--- config.mk ---
export PLATFORM = sky130hd
export DESIGN_NAME = aes_avalon_ctrl
export DESIGN_NICKNAME = d
export VERILOG_FILES = /design/src/rtl/aes_avalon_ctrl.sv
export SDC_FILE = /design/constraint.sdc
export NUM_CORES = 1
export LEC_CHECK = 0
export BUFFER_PORTS_ARGS = -buffer_cell sky130_fd_sc_hd__buf_2
export CAP_MARGIN = 20
export CORE_UTILIZATION = 25
export CTS_BUF_LIST = sky130_fd_sc_hd__clkbuf_8
export DETAILED_ROUTE_END_ITERATION = 10
export HOLD_SLACK_MARGIN = 0.05
export PLACE_DENSITY = 0.54
export SYNTH_ARGS = -nofsm -noshare
export SYNTH_HDL_FRONTEND = slang
export SYNTH_SLANG_ARGS = --single-unit
--- constraint.sdc ---
create_clock -name clk_clk -period 2.7 [get_ports clk_clk]
set_clock_uncertainty 0.15 [all_clocks]
set_input_delay 0.135 -clock clk_clk [delete_from_list [all_inputs] [get_ports clk_clk]]
set_output_delay 0.135 -clock clk_clk [all_outputs]
set_load 0.05 [all_outputs]
--- src/rtl/aes_avalon_ctrl.sv ---
// aes_avalon_ctrl
// Avalon-MM slave that sequences one AES decryption at a time.
//   Register map (word addresses):
//     0-3   KEY     rw  word 0 = aes_key[127:96]
//     4-7   MSG_EN  rw  word 4 = aes_msg_en[127:96]
//     8-11  MSG_DE  ro  result captured from aes_msg_de
//     12    reserved, reads 0
//     13    STATUS  ro  {done_flag, timeout_flag, busy}
//     14    START   rw  bit0 only
//     15    DONE    ro  bit0 = done_flag
// Ports:
//   clk_clk, reset_reset_n  clock, asynchronous active-low reset
//   avs_*                   Avalon-MM slave (zero-wait-state combinational read)
//   export_data             {key[127:112], key[15:0]} for a hex display
//   aes_start/aes_key/aes_msg_en/aes_done/aes_msg_de  AES core handshake
//   irq                     level interrupt, done_flag | timeout_flag
module aes_avalon_ctrl #(
   parameter int unsigned TIMEOUT_CYCLES = 4095
) (
   input  logic         clk_clk,
   input  logic         reset_reset_n,
   input  logic         avs_chipselect,
   input  logic         avs_read,
   input  logic         avs_write,
   input  logic [3:0]   avs_address,
   input  logic [3:0]   avs_byteenable,
   input  logic [31:0]  avs_writedata,
   output logic [31:0]  avs_readdata,
   output logic [31:0]  export_data,
   output logic         aes_start,
   output logic [127:0] aes_key,
   output logic [127:0] aes_msg_en,
   input  logic         aes_done,
   input  logic [127:0] aes_msg_de,
   output logic         irq
);

   typedef enum logic [1:0] {IDLE, RUN, CAPTURE, FIN} state_t;

   localparam logic [15:0] CNT_LAST = 16'(TIMEOUT_CYCLES - 1);

   state_t      state;
   logic [31:0] key_r [4];
   logic [31:0] men_r [4];
   logic [31:0] mde_r [4];
   logic        start_r;
   logic        done_flag;
   logic        timeout_flag;
   logic [15:0] cnt;

   logic        wr_en;
   logic        start_wr;
   logic        start_one;
   logic        start_zero;
   logic        busy;

   assign wr_en      = avs_chipselect & avs_write;
   assign start_wr   = wr_en && (avs_address == 4'd14) && avs_byteenable[0];
   assign start_one  = start_wr &  avs_writedata[0];
   assign start_zero = start_wr & ~avs_writedata[0];
   assign busy       = (state == RUN) || (state == CAPTURE);

   function automatic logic [31:0] merge_lanes(input logic [31:0] old_w,
                                               input logic [31:0] new_w,
                                               input logic [3:0]  be);
      logic [31:0] r;
      r = old_w;
      for (int unsigned b = 0; b < 4; b++)
         if (be[b]) r[8*b +: 8] = new_w[8*b +: 8];
      return r;
   endfunction

   always_ff @(posedge clk_clk or negedge reset_reset_n) begin
      if (!reset_reset_n) begin
         state        <= IDLE;
         for (int unsigned i = 0; i < 4; i++) begin
            key_r[i] <= '0;
            men_r[i] <= '0;
            mde_r[i] <= '0;
         end
         start_r      <= 1'b0;
         done_flag    <= 1'b0;
         timeout_flag <= 1'b0;
         cnt          <= '0;
         aes_start    <= 1'b0;
      end else begin
         // KEY/MSG_EN are frozen while the core may be reading them
         if (wr_en && !busy && !avs_address[3]) begin
            if (!avs_address[2])
               key_r[avs_address[1:0]] <= merge_lanes(key_r[avs_address[1:0]], avs_writedata, avs_byteenable);
            else
               men_r[avs_address[1:0]] <= merge_lanes(men_r[avs_address[1:0]], avs_writedata, avs_byteenable);
         end
         if (start_wr)
            start_r <= avs_writedata[0];

         case (state)
            IDLE: begin
               if (start_one) begin
                  state        <= RUN;
                  aes_start    <= 1'b1;
                  cnt          <= '0;
                  done_flag    <= 1'b0;
                  timeout_flag <= 1'b0;
               end
            end
            RUN: begin
               // abort beats a coincident completion and the timeout
               if (start_zero) begin
                  state     <= IDLE;
                  aes_start <= 1'b0;
               end else if (aes_done) begin
                  state     <= CAPTURE;
                  aes_start <= 1'b0;
                  done_flag <= 1'b1;
                  mde_r[0]  <= aes_msg_de[127:96];
                  mde_r[1]  <= aes_msg_de[95:64];
                  mde_r[2]  <= aes_msg_de[63:32];
                  mde_r[3]  <= aes_msg_de[31:0];
               end else if (cnt == CNT_LAST) begin
                  state        <= FIN;
                  aes_start    <= 1'b0;
                  timeout_flag <= 1'b1;
               end else begin
                  cnt <= cnt + 16'd1;
               end
            end
            CAPTURE: state <= FIN;
            FIN: begin
               // only an explicit 0 write re-arms; a 1 write here is ignored
               if (start_zero) begin
                  state        <= IDLE;
                  done_flag    <= 1'b0;
                  timeout_flag <= 1'b0;
               end
            end
            default: state <= IDLE;
         endcase
      end
   end

   always_comb begin
      avs_readdata = '0;
      if (avs_chipselect && avs_read) begin
         case (avs_address)
            4'd0, 4'd1, 4'd2, 4'd3:   avs_readdata = key_r[avs_address[1:0]];
            4'd4, 4'd5, 4'd6, 4'd7:   avs_readdata = men_r[avs_address[1:0]];
            4'd8, 4'd9, 4'd10, 4'd11: avs_readdata = mde_r[avs_address[1:0]];
            4'd13: avs_readdata = {29'd0, done_flag, timeout_flag, busy};
            4'd14: avs_readdata = {31'd0, start_r};
            4'd15: avs_readdata = {31'd0, done_flag};
            default: avs_readdata = '0;
         endcase
      end
   end

   assign aes_key     = {key_r[0], key_r[1], key_r[2], key_r[3]};
   assign aes_msg_en  = {men_r[0], men_r[1], men_r[2], men_r[3]};
   assign export_data = {key_r[0][31:16], key_r[3][15:0]};
   assign irq         = done_flag | timeout_flag;

endmodule

==> results of run 1 <==
[final cells by class]
class | instances | share of cell area
inverter | 10 | 0.00134
tap | 1030 | 0.0459
multi-input combinational | 1113 | 0.299
antenna | 3 | 0.000267
clock inverter | 44 | 0.0101
sequential | 406 | 0.362
clock buffer | 96 | 0.0471
timing repair buffer | 888 | 0.235
[registers in the layout, indices dropped and copies added, names as in the netlist, named ones only]
register and count:
aes_key 128, aes_msg_en 128, aes_start 1, cnt 16, done_flag 1, mde_r 128
start_r 1, state 1, timeout_flag 1
[path summary, 6_finish.rpt]
path,slack [ns],endpoint,cells past startpoint
max,-0.15,avs_readdata[0],7
min,0.10,aes_key[20]$_DFFE_PN0P_,3
max reg2reg,0.04,mde_r[14]$_DFFE_PN0P_,7
min reg2reg,0.33,mde_r[6]$_DFFE_PN0P_,1
max in group asynchronous,1.84,aes_key[118]$_DFFE_PN0P_,3
min in group clk_clk,0.11,aes_key[0]$_DFFE_PN0P_,5
[kinds of logic (layout without fill, tap and decap cells)]
logic type	count (synthesis)	in the layout	share of synthesized area
other	0	3	0
buffers and inverters	169	1038	0.0490
AO/OA/AOI/OAI	370	370	0.104
adder cells (fa/ha/maj)	6	6	0.00387
multiplexers	294	294	0.223
AND/OR/NAND/NOR	443	443	0.0961
flip-flops	406	406	0.524
[power by group]
group,total (mW),switching (mW),leakage (nW),internal [mW]
combinational,12.9,8.65,7.00,4.22
sequential,10.1,1.76,5.05,8.29
clock,6.32,2.88,0.928,3.43
total,29.2,13.3,13.0,15.9
[synthesized netlist by cell type, drive strengths merged (4+ instances only)]
cell type / instances
mux2: 131
o311ai: 4
mux4: 97
dfrtp: 406
inv: 10
clkbuf: 56
nor4: 4
nand4: 6
mux2i: 66
nor2b: 9
a31oi: 34
nor3: 5
nand2: 211
o21ai: 132
and3: 10
nand3: 14
a211oi: 5
a21oi: 166
ha: 6
buf: 103
nor2: 168
[layout by cell type (no fill, tap or decap), types with 8 or more instances in the layout]
cell / netlist / routed
a21oi_1: 166 / 165
mux2i_1: 66 / 66
clkbuf_8: 0 / 97
clkinv_2: 0 / 10
nand2_1: 211 / 202
o21ai_0: 132 / 132
inv_1: 10 / 33
nor2_1: 167 / 167
nand2_2: 0 / 8
a31oi_1: 34 / 32
dfrtp_1: 406 / 400
mux2_1: 9 / 9
buf_4: 47 / 68
buf_2: 33 / 485
buf_12: 0 / 26
nand3_1: 14 / 13
mux2_2: 121 / 121
mux4_2: 97 / 97
dlygate4sd3_1: 0 / 302
and3_1: 10 / 9
[metrics by stage]
step / power (mW) / TNS [ns]
finish: 29.2 / -0.147
global route: 30.7 / -0.238
CTS: 29.4 / -0.196
detailed placement: 22.4 / 0
global placement: 22.1 / 0
floorplan: 18.7 / 0
[worst max-delay path, cell delays in order, from the launching register on]
cell and delay (ns):
dfrtp_1 0.39, inv_2 0.09, ha_4 0.20, mux2_2 0.26, a22o_1 0.21, mux4_2 0.46, nor2b_4 0.15, buf_8 0.15
[per-layer routing]
metal	track usage	part of all wire	wire length (um)	up-vias
met5	0	0.00015	12	-
met4	0.0907	0.041	3230	2
met1	0.246	0.42	32500	8623
li1	-	-	-	7639
met3	0.0516	0.073	5740	165
met2	0.316	0.47	36600	679
[repair_timing]
item                                    4_1_cts  5_1_grt
endpoints found under the hold margin       808        0
setup buffers                                 5        2
pin swaps                                     2        0
hold buffers                                303        0
endpoints found under the setup margin        7       10
resized for setup                            18       17
==> flow_summary.yaml, run 1 <==
outcome:
  outcome: "complete, but fails checks"
  violations: "negative setup slack"
timing:
  slew_violations: 0
  finalHoldViolations: 0
  grt_setup_unrepaired: "true"
  relSlewSlack: 0.517
  post-route-min-period_ns: 2.85
  worst_slack_ns: -0.147
  holdWs_ns: 0.104
  setup_viol: 1
  worst_pin_slew_ns: 0.724
  fmax_ghz: 0.351
  timing.final.crit_share: 1.05
drt:
  viasPerCell: 4.77
  drc: 0
  wl_mm: 78.1
  post_drt_wl_per_cell_um: 21.8
  ant_nets: 0
  drt-pass1-iter-count: 6
  detail_route.iter0.violations: 1168
  num_vias: 17108
placed_design:
  dp_slack_ns: 0.124
  routabilityCongestion: 0.854
  portBuffers: 495
  place_inst: 3137
  placed_area_mm2: 0.0233
  hpwlAfterDp_mm: 54.5
synth:
  synth_edf_count: 0
  yosysTopAreaCell: "dfrtp_1"
  synthTopCellsByArea: "dfrtp_1, mux4_2, mux2_2"
  synthFlopType: "dfrtp_1"
  syn_inst: 1688
  ys_warn_count: 0
  syn_area_mm2: 0.0194
  synth-seq-cells: 406
  yosysSeqAreaShare: 0.524
  mappedNetlistNets: 1868
  ys_types: 59
  syn_area_per_cell_um2: 11.5
  synth_top_area_frac: 0.524
  async_reset_ff_frac: 1.00
cells_and_area:
  multi_input_comb_area_mm2: 0.00839
  final_core_util: 0.368
  final_nets: 2678
  final_area_mm2: 0.0281
  drive_above_1_share: 0.375
  fin_cells: 3590
  fillers: 7529
  syn_to_final_growth_pct: 44.9
  ff_latch_area_mm2: 0.0102
cts:
  clockBufferDepth: 3
  insertion_delay_ns: 0.67
  clkTransAtPathRegs_ns: 0.06
  h-tree-depth: 3
  cts_buffers: 79
  clockRootBuffer: "clkbuf_8"
  clock_sink_count: 406
  cts_tree: "yes"
worst_setup_path:
  cp-end-kind: "output port"
  critPathMaxFanout: 2
  worstPathArrival_ns: 2.56
  critPathLaunchType: "flop"
  timing_worst_setup_path_type: "reg -> out"
  cp.required_ns: 2.41
floorplanning:
  die-area_mm2: 0.0787
  core_mm2: 0.0763
  fp.dieH_um: 280
  die_w_um: 280
  num_rows: 101
  start_util: 0.254
  io_pins: 496
grt:
  grt_max_degree: 77
  overflow: 0
  grt_pass1_wl_mm: 114
  grt_pass1_vias: 17875
  antenna_found_initial: 7
  track_usage: 0.197
worst_hold_path:
  hold_class: "in -> async"
power_and_ir_drop:
  p_leak_nw: 13.0
  p_per_area_mw_per_mm2: 1040
  ir_worst_vdd_mv: 0.591
job:
  cap_viol_max_count: 0
(Power assumes the default switching activity.)
==> inputs of run 2 (changes only) <==
--- a/config.mk
+++ b/config.mk
@@ -5,6 +5,7 @@
 export SDC_FILE = /design/constraint.sdc
 export NUM_CORES = 1
 export LEC_CHECK = 0
+export ABC_AREA = 1
 export BUFFER_PORTS_ARGS = -buffer_cell sky130_fd_sc_hd__buf_2
 export CAP_MARGIN = 20
 export CORE_UTILIZATION = 25
==> flow_summary.yaml, run 2 <==
grt:
  overflow: 0
  track_usage: 0.238
  grt_pass1_vias: 21158
  grt_max_degree: 130
  antenna_found_initial: 3
  grt_pass1_wl_mm: 141
timing:
  slew_violations: 0
  finalHoldViolations: 0
  grt_setup_unrepaired: "false"
  relSlewSlack: 0.331
  setup_viol: 0
  timing.final.crit_share: 0.986
  fin_setup_tns_ns: 0
  fmax_ghz: 0.376
  post-route-min-period_ns: 2.66
  worst_slack_ns: 0.0372
  worst_pin_slew_ns: 0.997
worst_setup_path:
  reg2reg_depth: 8
  crit_start: "avs_address[3]"
  r2r_end: "mde_r[18]$_DFFE_PN0P_"
  critPathMaxFanout: 5
  rrSetupSlack_ns: 0.20
  timing_worst_setup_path_type: "in -> out"
  worstPathArrival_ns: 2.38
  cp.required_ns: 2.41
  cp-end-kind: "output port"
  critPathLaunchType: "input pin"
synth:
  synth_top_area_frac: 0.514
  synth_edf_count: 0
  synth-seq-cells: 406
  synthTopCellsByArea: "dfrtp_1, nand2_1, nand3_1"
  syn_area_mm2: 0.0198
  yosysMostFrequentCell: "nand2_1"
  ys_types: 27
  synthFlopType: "dfrtp_1"
  async_reset_ff_frac: 1.00
  synthTopCellsByCount: "nand2_1, dfrtp_1, nand3_1, nor2_1, clkbuf_1"
  mappedNetlistNets: 2819
  yosysTopAreaCell: "dfrtp_1"
  syn_area_per_cell_um2: 7.49
  syn_inst: 2639
  ys_warn_count: 0
  yosysSeqAreaShare: 0.514
cells_and_area:
  final_common_cell: "nand2_1"
  drive_above_1_share: 0.207
  layout_common_cells: "nand2_1, buf_2, dfrtp_1"
  fillers: 8261
  final_area_mm2: 0.0283
  ff_latch_area_mm2: 0.0102
  final_nets: 3582
  multi_input_comb_area_mm2: 0.00848
  syn_to_final_growth_pct: 43.0
drt:
  post_drt_wl_per_cell_um: 21.6
  ant_nets: 0
  viasPerCell: 4.73
  drc: 0
  detail_route.iter0.violations: 1705
  wl_mm: 97.1
  drt-pass1-iter-count: 8
  num_vias: 21268
worst_hold_path:
  min_to: "aes_msg_en[89]$_DFFE_PN0P_"
  hold_class: "in -> reg"
  holdCritStartpoint: "avs_writedata[25]"
  min_path_cells: 5
floorplanning:
  die_w_um: 283
  core_mm2: 0.0778
  start_util: 0.254
  io_pins: 496
  fp.dieH_um: 283
  die-area_mm2: 0.0802
  num_rows: 102
placed_design:
  routabilityCongestion: 0.872
  portBuffers: 495
  dp_slack_ns: 0.203
  hpwlAfterDp_mm: 68.6
  placed_area_mm2: 0.0238
power_and_ir_drop:
  p_per_area_mw_per_mm2: 987
  power_mw: 27.9
  ir_worst_vdd_mv: 0.448
  p_leak_nw: 14.8
cts:
  postCtsSetupRepairBufs: 0
  h-tree-depth: 3
  clkTransAtPathRegs_ns: 0.06
  clockBufferDepth: 3
  clockRootBuffer: "clkbuf_8"
  clock_sink_count: 406
  insertion_delay_ns: 0.67
  cts_tree: "yes"
  cts_buffers: 78
job:
  cap_viol_max_count: 0
outcome:
  outcome: "finished clean"
## run 2: cell count changes after synthesis, moves of 79 or more
cell	change
nand4_1	+79
nand3_1	+180
nand2_1	+1137
a21oi_1	-160
mux2_2	-121
mux4_2	-97
## run 2: through the flow
stage | util | std cells | hold slack (ns)
3_3_place_gp | 0.306 | 4074 | 0.109
6_report | 0.363 | 4496 | 0.0615
5_1_grt | 0.363 | 4496 | 0.0821
2_1_floorplan | - | 2639 | -0.311
3_5_place_dp | 0.306 | 4074 | 0.0974
4_1_cts | 0.363 | 4493 | 0.0508
## run 2: logic make-up (layout without fill, tap and decap cells)
group / Yosys count / after routing / share of synthesized area
compound gates: 208 / 208 / 0.0606
xor+xnor: 8 / 8 / 0.00354
fa+ha+maj: 6 / 6 / 0.00380
buf+inv: 264 / 1079 / 0.0611
flops: 406 / 406 / 0.514
other cells: 0 / 2 / 0
simple gates: 1747 / 1747 / 0.357
## run 2: final cells by class
cell class                      instances  share of cell area
Sequential cell                       406               0.359
Multi-Input combinational cell       1969               0.300
Timing Repair Buffer                  866               0.230
Tap cell                             1040              0.0460
Clock buffer                           91              0.0443
Inverter                               81              0.0109
Clock inverter                         41             0.00885
Antenna cell                            2            0.000177
## run 2: worst max-delay path, stage by stage
cell	delay, ns
buf_2	0.17
dlygate4sd3_1	0.58
nand2_1	0.08
inv_1	0.09
nand2_1	0.08
o21ai_0	0.65
nor2_1	0.17
nor2_1	0.24
buf_12	0.17
## run 2: worst max-delay path by stage
stage          slack [ns]                       end  cells past startpoint
2_1_floorplan        0.48  aes_key[107]$_DFFE_PN0P_                     10
3_3_place_gp         0.18          avs_readdata[20]                      7
3_5_place_dp         0.20           avs_readdata[1]                     11
4_1_cts              0.04           avs_readdata[0]                      7
5_1_grt             0.002           avs_readdata[1]                      9
6_report             0.04           avs_readdata[1]                      9
## run 2: report_power, final
| group | leakage [nW] | internal, mW | switching, mW |
|---|---|---|---|
| sequential | 5.34 | 8.12 | 1.69 |
| clock | 0.868 | 3.25 | 2.82 |
| combinational | 8.60 | 3.10 | 8.91 |
| total | 14.8 | 14.5 | 13.4 |
## run 2: layer usage
layer | up-vias | track usage | wire length, um
met4 | 0 | 0.0968 | 3680
met2 | 849 | 0.394 | 45800
met1 | 10277 | 0.299 | 40900
met5 | - | 0 | 0
met3 | 174 | 0.0502 | 6710
li1 | 9968 | - | -
## run 2: repair_timing
action,in CTS,in global routing
hold buffers,287,0
gates cloned,0,1
pin swaps,0,0
endpoints found under the setup margin,1,51
endpoints found under the hold margin,791,0
gates resized for setup,1,2
